**src/rtl/pcm_capture_if.sv**
```systemverilog
// Output sample stream of pcm_capture: FIFO head word {ch, data, last} with valid/ready handshake.
interface pcm_capture_if #(
  parameter int WIDTH = 8,
  parameter int CH_W  = 2
);
  logic [WIDTH-1:0] out_data;
  logic [CH_W-1:0]  out_ch;
  logic             out_last;
  logic             out_valid;
  logic             out_ready;

  modport master (output out_data, out_ch, out_last, out_valid, input out_ready);
  modport slave  (input out_data, out_ch, out_last, out_valid, output out_ready);
endinterface

```
**src/rtl/pcm_capture.sv**
```systemverilog
// Decimated multi-channel PCM capture into a small FIFO; a word is visible one clock after its push.
// A full FIFO with no pop drops the word and sets sticky overflow; capture timing never stalls.
module pcm_capture #(
  parameter int WIDTH    = 8,
  parameter int CHANNELS = 3,
  parameter int DECIM    = 1131,
  parameter int DEPTH    = 16,
  parameter int SETTLE_W = 20,
  parameter int COUNT_W  = 16
) (
  input  logic                      clk,
  input  logic                      rst_n,
  input  logic                      start,
  input  logic                      abort,
  input  logic [SETTLE_W-1:0]       settle_cycles,
  input  logic [COUNT_W-1:0]        sample_count,
  input  logic [CHANNELS-1:0]       ch_mask,
  input  logic [CHANNELS*WIDTH-1:0] ch_data,
  pcm_capture_if.master             out_if,
  output logic                      busy,
  output logic                      done,
  output logic                      overflow
);
  localparam int CH_W  = (CHANNELS > 1) ? $clog2(CHANNELS) : 1;
  localparam int DEC_W = (DECIM > 1) ? $clog2(DECIM) : 1;
  localparam int PTR_W = (DEPTH > 1) ? $clog2(DEPTH) : 1;
  localparam int CNT_W = PTR_W + 1;

  typedef enum logic [1:0] {IDLE, SETTLE, CAPTURE, FLUSH} state_t;
  typedef struct packed {
    logic [CH_W-1:0]  ch;
    logic [WIDTH-1:0] dat;
    logic             last;
  } word_t;

  state_t                    state;
  logic                      init_q;
  logic [SETTLE_W-1:0]       settle_q, settle_cnt;
  logic [COUNT_W-1:0]        count_q, frame_cnt;
  logic [CHANNELS-1:0]       mask_q, pend_q;
  logic [DEC_W-1:0]          dec_cnt;
  logic [CHANNELS*WIDTH-1:0] frame_q;

  word_t                     mem [DEPTH];
  logic [PTR_W-1:0]          wr_ptr, rd_ptr;
  logic [CNT_W-1:0]          fifo_cnt;
  word_t                     head;

  logic                      frame_start, has_word, frame_end, final_frame;
  logic [CHANNELS-1:0]       cur_pend, rest;
  logic [CHANNELS*WIDTH-1:0] cur_frame;
  logic [CH_W-1:0]           sel_ch;
  word_t                     push_word;
  logic                      fifo_empty, fifo_full, pop, push_req, push_ok, drop;

  // Slot 0 of a frame serialises straight from live data with the full mask; later slots drain pend_q.
  assign frame_start = (dec_cnt == '0);
  assign cur_pend    = frame_start ? mask_q : pend_q;
  assign cur_frame   = frame_start ? ch_data : frame_q;

  always_comb begin
    sel_ch = '0;
    for (int i = CHANNELS - 1; i >= 0; i--)
      if (cur_pend[i]) sel_ch = CH_W'(i);
  end

  assign rest        = cur_pend & ~(CHANNELS'(1) << sel_ch);
  assign has_word    = |cur_pend;
  assign frame_end   = (frame_start || has_word) && (rest == '0);
  assign final_frame = (frame_cnt == count_q - COUNT_W'(1));

  assign push_word.ch   = sel_ch;
  assign push_word.dat  = cur_frame[int'(sel_ch)*WIDTH +: WIDTH];
  assign push_word.last = final_frame && (rest == '0);

  assign fifo_empty = (fifo_cnt == '0);
  assign fifo_full  = (fifo_cnt == CNT_W'(DEPTH));
  assign pop        = !fifo_empty && out_if.out_ready;
  assign push_req   = (state == CAPTURE) && has_word && !abort;
  assign push_ok    = push_req && (!fifo_full || pop);
  assign drop       = push_req && fifo_full && !pop;

  assign head              = mem[rd_ptr];
  assign out_if.out_valid  = !fifo_empty;
  assign out_if.out_data   = fifo_empty ? '0 : head.dat;
  assign out_if.out_ch     = fifo_empty ? '0 : head.ch;
  assign out_if.out_last   = !fifo_empty && head.last;
  assign busy              = (state != IDLE);

  always_ff @(posedge clk) begin
    if (push_ok) mem[wr_ptr] <= push_word;
  end

  always_ff @(posedge clk or negedge rst_n) begin
    if (!rst_n) begin
      wr_ptr   <= '0;
      rd_ptr   <= '0;
      fifo_cnt <= '0;
    end else if (abort) begin
      wr_ptr   <= '0;
      rd_ptr   <= '0;
      fifo_cnt <= '0;
    end else begin
      if (push_ok) wr_ptr <= wr_ptr + PTR_W'(1);
      if (pop)     rd_ptr <= rd_ptr + PTR_W'(1);
      case ({push_ok, pop})
        2'b10:   fifo_cnt <= fifo_cnt + CNT_W'(1);
        2'b01:   fifo_cnt <= fifo_cnt - CNT_W'(1);
        default: fifo_cnt <= fifo_cnt;
      endcase
    end
  end

  always_ff @(posedge clk or negedge rst_n) begin
    if (!rst_n) begin
      state      <= IDLE;
      init_q     <= 1'b0;
      settle_q   <= '0;
      settle_cnt <= '0;
      count_q    <= '0;
      frame_cnt  <= '0;
      mask_q     <= '0;
      pend_q     <= '0;
      dec_cnt    <= '0;
      frame_q    <= '0;
      done       <= 1'b0;
      overflow   <= 1'b0;
    end else begin
      init_q <= 1'b1;
      done   <= 1'b0;
      if (drop) overflow <= 1'b1;
      if (abort) begin
        state <= IDLE;
      end else begin
        case (state)
          IDLE: if (start && init_q) begin
            settle_q   <= settle_cycles;
            count_q    <= sample_count;
            mask_q     <= ch_mask;
            overflow   <= 1'b0;
            settle_cnt <= '0;
            frame_cnt  <= '0;
            dec_cnt    <= '0;
            pend_q     <= '0;
            state      <= SETTLE;
          end
          SETTLE: begin
            if (settle_cnt == settle_q) state <= (count_q == '0) ? FLUSH : CAPTURE;
            else                        settle_cnt <= settle_cnt + SETTLE_W'(1);
          end
          CAPTURE: begin
            if (frame_start) frame_q <= ch_data;
            pend_q  <= rest;
            dec_cnt <= (dec_cnt == DEC_W'(DECIM - 1)) ? '0 : dec_cnt + DEC_W'(1);
            if (frame_end) begin
              if (final_frame) state <= FLUSH;
              else             frame_cnt <= frame_cnt + COUNT_W'(1);
            end
          end
          FLUSH: if (fifo_empty) begin
            done  <= 1'b1;
            state <= IDLE;
          end
          default: state <= IDLE;
        endcase
      end
    end
  end
endmodule
```
**src/flat_wrapper.sv**
```systemverilog
// flat-port wrapper written by rule: the top's interface ports become plain ports
module pcm_capture_flat 
#(
  parameter int WIDTH    = 8,
  parameter int CHANNELS = 3,
  parameter int DECIM    = 1131,
  parameter int DEPTH    = 16,
  parameter int SETTLE_W = 20,
  parameter int COUNT_W  = 16
)
  (clk, rst_n, start, abort, settle_cycles, sample_count, ch_mask, ch_data, busy, done, overflow, out_if_out_data, out_if_out_ch, out_if_out_last, out_if_out_valid, out_if_out_ready);
  pcm_capture_if #(.WIDTH(WIDTH)) out_if_i ();
  input  logic clk;
  input  logic rst_n;
  input  logic start;
  input  logic abort;
  input  logic [SETTLE_W-1:0] settle_cycles;
  input  logic [COUNT_W-1:0] sample_count;
  input  logic [CHANNELS-1:0] ch_mask;
  input  logic [CHANNELS*WIDTH-1:0] ch_data;
  output logic busy;
  output logic done;
  output logic overflow;
  output wire logic [$bits(out_if_i.out_data)-1:0] out_if_out_data;
  output wire logic [$bits(out_if_i.out_ch)-1:0] out_if_out_ch;
  output wire logic [$bits(out_if_i.out_last)-1:0] out_if_out_last;
  output wire logic [$bits(out_if_i.out_valid)-1:0] out_if_out_valid;
  input wire logic [$bits(out_if_i.out_ready)-1:0] out_if_out_ready;
  assign out_if_out_data = out_if_i.out_data;
  assign out_if_out_ch = out_if_i.out_ch;
  assign out_if_out_last = out_if_i.out_last;
  assign out_if_out_valid = out_if_i.out_valid;
  assign out_if_i.out_ready = out_if_out_ready;
  pcm_capture #(.WIDTH(WIDTH), .CHANNELS(CHANNELS), .DECIM(DECIM), .DEPTH(DEPTH), .SETTLE_W(SETTLE_W), .COUNT_W(COUNT_W)) u_core (.clk(clk), .rst_n(rst_n), .start(start), .abort(abort), .settle_cycles(settle_cycles), .sample_count(sample_count), .ch_mask(ch_mask), .ch_data(ch_data), .out_if(out_if_i), .busy(busy), .done(done), .overflow(overflow));
endmodule
```
**config.mk**
```make
export PLATFORM = sky130hd
export DESIGN_NAME = pcm_capture_flat
export DESIGN_NICKNAME = d
export VERILOG_FILES = /design/src/rtl/pcm_capture_if.sv /design/src/rtl/pcm_capture.sv /design/src/flat_wrapper.sv
export SDC_FILE = /design/constraint.sdc
export NUM_CORES = 1
export LEC_CHECK = 0
export CORE_AREA = 2 2 154 156
export DETAILED_ROUTE_END_ITERATION = 8
export DIE_AREA = 0 0 156 158
export GPL_TIMING_DRIVEN = 0
export PLACE_DENSITY = 0.82
export SYNTH_ARGS = -nofsm -noshare
export SYNTH_HDL_FRONTEND = slang
export SYNTH_SLANG_ARGS = --single-unit
```
**constraint.sdc**
```tcl
create_clock -name clk -period 5.9 [get_ports clk]
set_input_delay 1.77 -clock clk [delete_from_list [all_inputs] [get_ports clk]]
set_output_delay 1.77 -clock clk [all_outputs]
set_load 0.01 [all_outputs]
```
==> results.json <==
{
  "status": "finished clean",
  "min_to": "u_core.settle_q[2]$_DFFE_PN0P_",
  "wl_um": 32840,
  "relSlewSlack_pct": 4.876,
  "num_antenna_cells": 0,
  "yosysTopAreaCellShare_pct": 37.25,
  "synth_warnings": 0,
  "path_max_fanout": 10,
  "die_y_um": 158,
  "netlist_instances": 1064,
  "cts_tree": "built",
  "nets": 1268,
  "postCtsSetupRepairBufs": 0,
  "vias": 9243,
  "r2r_cells": 9,
  "fin_ws_ns": 0.1740,
  "cts_sinks": 307,
  "regToRegSetupSlack_ns": 1.20,
  "die_width_um": 156,
  "dieArea_mm2": 0.02465,
  "fillerInstances": 1460,
  "hp-start": "u_core.settle_q[2]$_DFFE_PN0P_",
  "hold_depth": 2,
  "final_max_slew_viol_count": 0,
  "final_cell_mix": "edfxtp_1, nand2_1, dfrtp_1, clkdlybuf4s50_1, mux4_2",
  "startpoint": "u_core.rd_ptr[0]$_DFFE_PN0P_",
  "antenna_found_initial": 0,
  "fmaxAchievable_mhz": 174.6,
  "hold_viol_final": 0,
  "htreeDepth": 1,
  "ant_nets": 0,
  "synth_area_leaders": "edfxtp_1, dfrtp_1, mux4_2",
  "cp.arrival_ns": 3.96,
  "synth-main-ff-cell": "edfxtp_1",
  "gr-usage-all-layers_pct": 27.39,
  "rows": 56,
  "syn_area_per_cell_um2": 13.34,
  "p_per_area_mw_per_mm2": 435.5,
  "fin_crit_sh_pct": 97.05,
  "crit_top_cell": "mux4_2",
  "reg2reg_to": "u_core.mem[12][3]$_DFFE_PP_",
  "fin_area_mm2": 0.01650,
  "grt_pass1_vias": 9434,
  "total_power_uw": 7184,
  "drt_iter0_markers": 916,
  "hold_path.class": "reg -> reg",
  "drc": 0,
  "grt_max_degree": 74,
  "place_ws_ns": 0.5555,
  "numPortBuffers": 81,
  "initial_core_util_pct": 61.55,
  "path_clk_slew_ns": 0.06,
  "worst_pin_slew_ns": 1.427,
  "critPathSlowestCell": "clkdlybuf4s15_2",
  "async_flop_share_pct": 42.67,
  "leakagePower_uw": 0.006242,
  "drv_cap": 0,
  "path_buf_inv": 3,
  "cts_root_buf": "clkbuf_16",
  "synth_edf_count": 176,
  "path_cells": "clkbuf_1, clkdlybuf4s15_2, mux4_2, mux4_2, and2_1, clkdlybuf4s50_1",
  "worstSetupStartpointType": "flop",
  "tns_ns": 0,
  "finalSetupViolCount": 0,
  "post-route-min-period_ns": 5.726,
  "ys_ff_latch": 307,
  "firstDrtPassIters": 6,
  "endpoint_kind": "primary output",
  "vias_per_cell": 6.191,
  "drive_gt1_share_pct": 14.63,
  "r2r_start": "u_core.dec_cnt[7]$_DFFE_PN0P_",
  "crit_required_ns": 4.13,
  "cp_top_family": "buffers and inverters",
  "syn_area_mm2": 0.01419,
  "peakVddDrop_uv": 257.9,
  "fp.coreArea_mm2": 0.02305,
  "max_stage_delay_ns": 0.63,
  "hpwl_um": 21630,
  "final_common_cell": "edfxtp_1",
  "clockBufferDepth": 3,
  "gp_congestion": 0.8656,
  "clkLatencyLatePin_ns": 0.58,
  "fin_skew_ns": 0.02478,
  "grt-ovfl-total": 0,
  "synthToLayoutAreaGrowth_pct": 16.28,
  "yosys.area.top_type": "edfxtp_1",
  "synthDistinctLibCells": 65,
  "rsz0062_at_grt": "false",
  "place_area_mm2": 0.01540,
  "ys_seq_area_share_pct": 60.35,
  "numCtsBuffers": 30,
  "path_class": "reg -> out",
  "syn-num-nets": 1153,
  "fin_util_pct": 71.57,
  "post_drt_wl_per_cell_um": 21.99,
  "grt_first_pass_wirelength_um": 51420,
  "top_level_ports": 83
}
[worst max-delay path by stage]
stage | cells past startpoint | to
floorplan | 5 | out_if_out_ch[1]
global placement | 1 | u_core.settle_cnt[3]$_DFFE_PN0P_
detailed placement | 6 | out_if_out_data[1]
CTS | 6 | out_if_out_data[1]
global route | 6 | out_if_out_data[1]
finish | 6 | out_if_out_data[1]
[area by class of cell]
class	instances	area [um2]	area share (%)
sequential	307	8563	51.90
multi-input combinational	686	5340	32.37
clock buffer	46	925.9	5.612
timing repair buffer	83	847.1	5.134
tap	290	362.8	2.199
buffer	43	203.9	1.236
clock inverter	10	150.1	0.9101
inverter	28	105.1	0.6370
[through the flow]
stage / std cells / hold WS, ns
after floorplan: 1064 / 0.4652
after global placement: 1435 / 0.4763
after detailed placement: 1437 / 0.4855
after CTS: 1493 / 0.5005
after global routing: 1493 / 0.5169
final: 1493 / 0.4956
[power breakdown]
| group | total, uW | internal [uW] | switching (uW) | leakage [uW] |
|---|---|---|---|---|
| registers | 3020 | 2770 | 244 | 0.00334 |
| clock network | 2040 | 1220 | 818 | 0.000528 |
| logic | 2130 | 945 | 1190 | 0.00237 |
| total | 7180 | 4930 | 2250 | 0.00624 |
[sequential cells by signal, summed over array words and instances (netlist names), 2 cells and up]
signal / flops
u_core.count_q: 16
u_core.dec_cnt: 11
u_core.fifo_cnt: 5
u_core.frame_cnt: 16
u_core.frame_q: 24
u_core.mask_q: 3
u_core.mem: 176
u_core.pend_q: 3
u_core.rd_ptr: 4
u_core.settle_cnt: 20
u_core.settle_q: 20
u_core.state: 2
u_core.wr_ptr: 4
[kinds of logic after synthesis]
logic type                 count (synthesis)  synth area share [%]
and+or+nand+nor                          377                 12.96
DFF                                      307                 60.35
AOI/OAI and AO/OA                        116                 5.309
muxes                                    105                 13.32
buffers and inverters                     71                 2.055
xor gates and xnor gates                  66                 4.074
adders and majority gates                 21                 1.905
other                                      1               0.02643
[worst register-to-register path: stages (launching register included)]
cell and delay, ns:
dfrtp_1 0.42, nor3_1 0.28, nand4_1 0.25, clkbuf_1 0.27, inv_1 0.14, buf_2 0.34, a21oi_1 0.15, a21oi_1 1.09
clkinv_1 0.77, mux4_2 0.66
[synthesized netlist by cell type, types with 4 or more instances]
| cell type | count |
|---|---|
| a21o_1 | 4 |
| a21oi_1 | 26 |
| a21oi_2 | 4 |
| a31oi_1 | 7 |
| and2_1 | 30 |
| and3_1 | 9 |
| buf_1 | 6 |
| clkbuf_1 | 32 |
| dfrtp_1 | 131 |
| edfxtp_1 | 176 |
| ha_1 | 20 |
| inv_1 | 26 |
| mux2_2 | 40 |
| mux4_2 | 63 |
| nand2_1 | 162 |
| nand3_1 | 26 |
| nand4_1 | 14 |
| nor2_1 | 53 |
| nor2b_1 | 4 |
| nor3_1 | 10 |
| nor4_1 | 11 |
| nor4b_1 | 4 |
| o211ai_1 | 5 |
| o21ai_0 | 23 |
| o21ai_1 | 8 |
| o31ai_1 | 13 |
| or3_1 | 18 |
| or4_1 | 16 |
| xnor2_1 | 36 |
| xor2_1 | 30 |
[per-layer routing]
layer | wire length (um) | track usage [%] | vias to the layer above
met2 | 17280 | 49.56 | 362
met1 | 12990 | 34.93 | 4637
li1 | - | - | 4175
met4 | 768 | 7.514 | 0
met5 | 0 | 0 | -
met3 | 1800 | 3.887 | 69
[repair_timing]
item	in CTS	in global routing
resized for setup	4	4
endpoints found under the setup margin	10	11
hold buffers	0	0
hold endpoints to repair	0	0
Power figures use the tool's default switching activity.
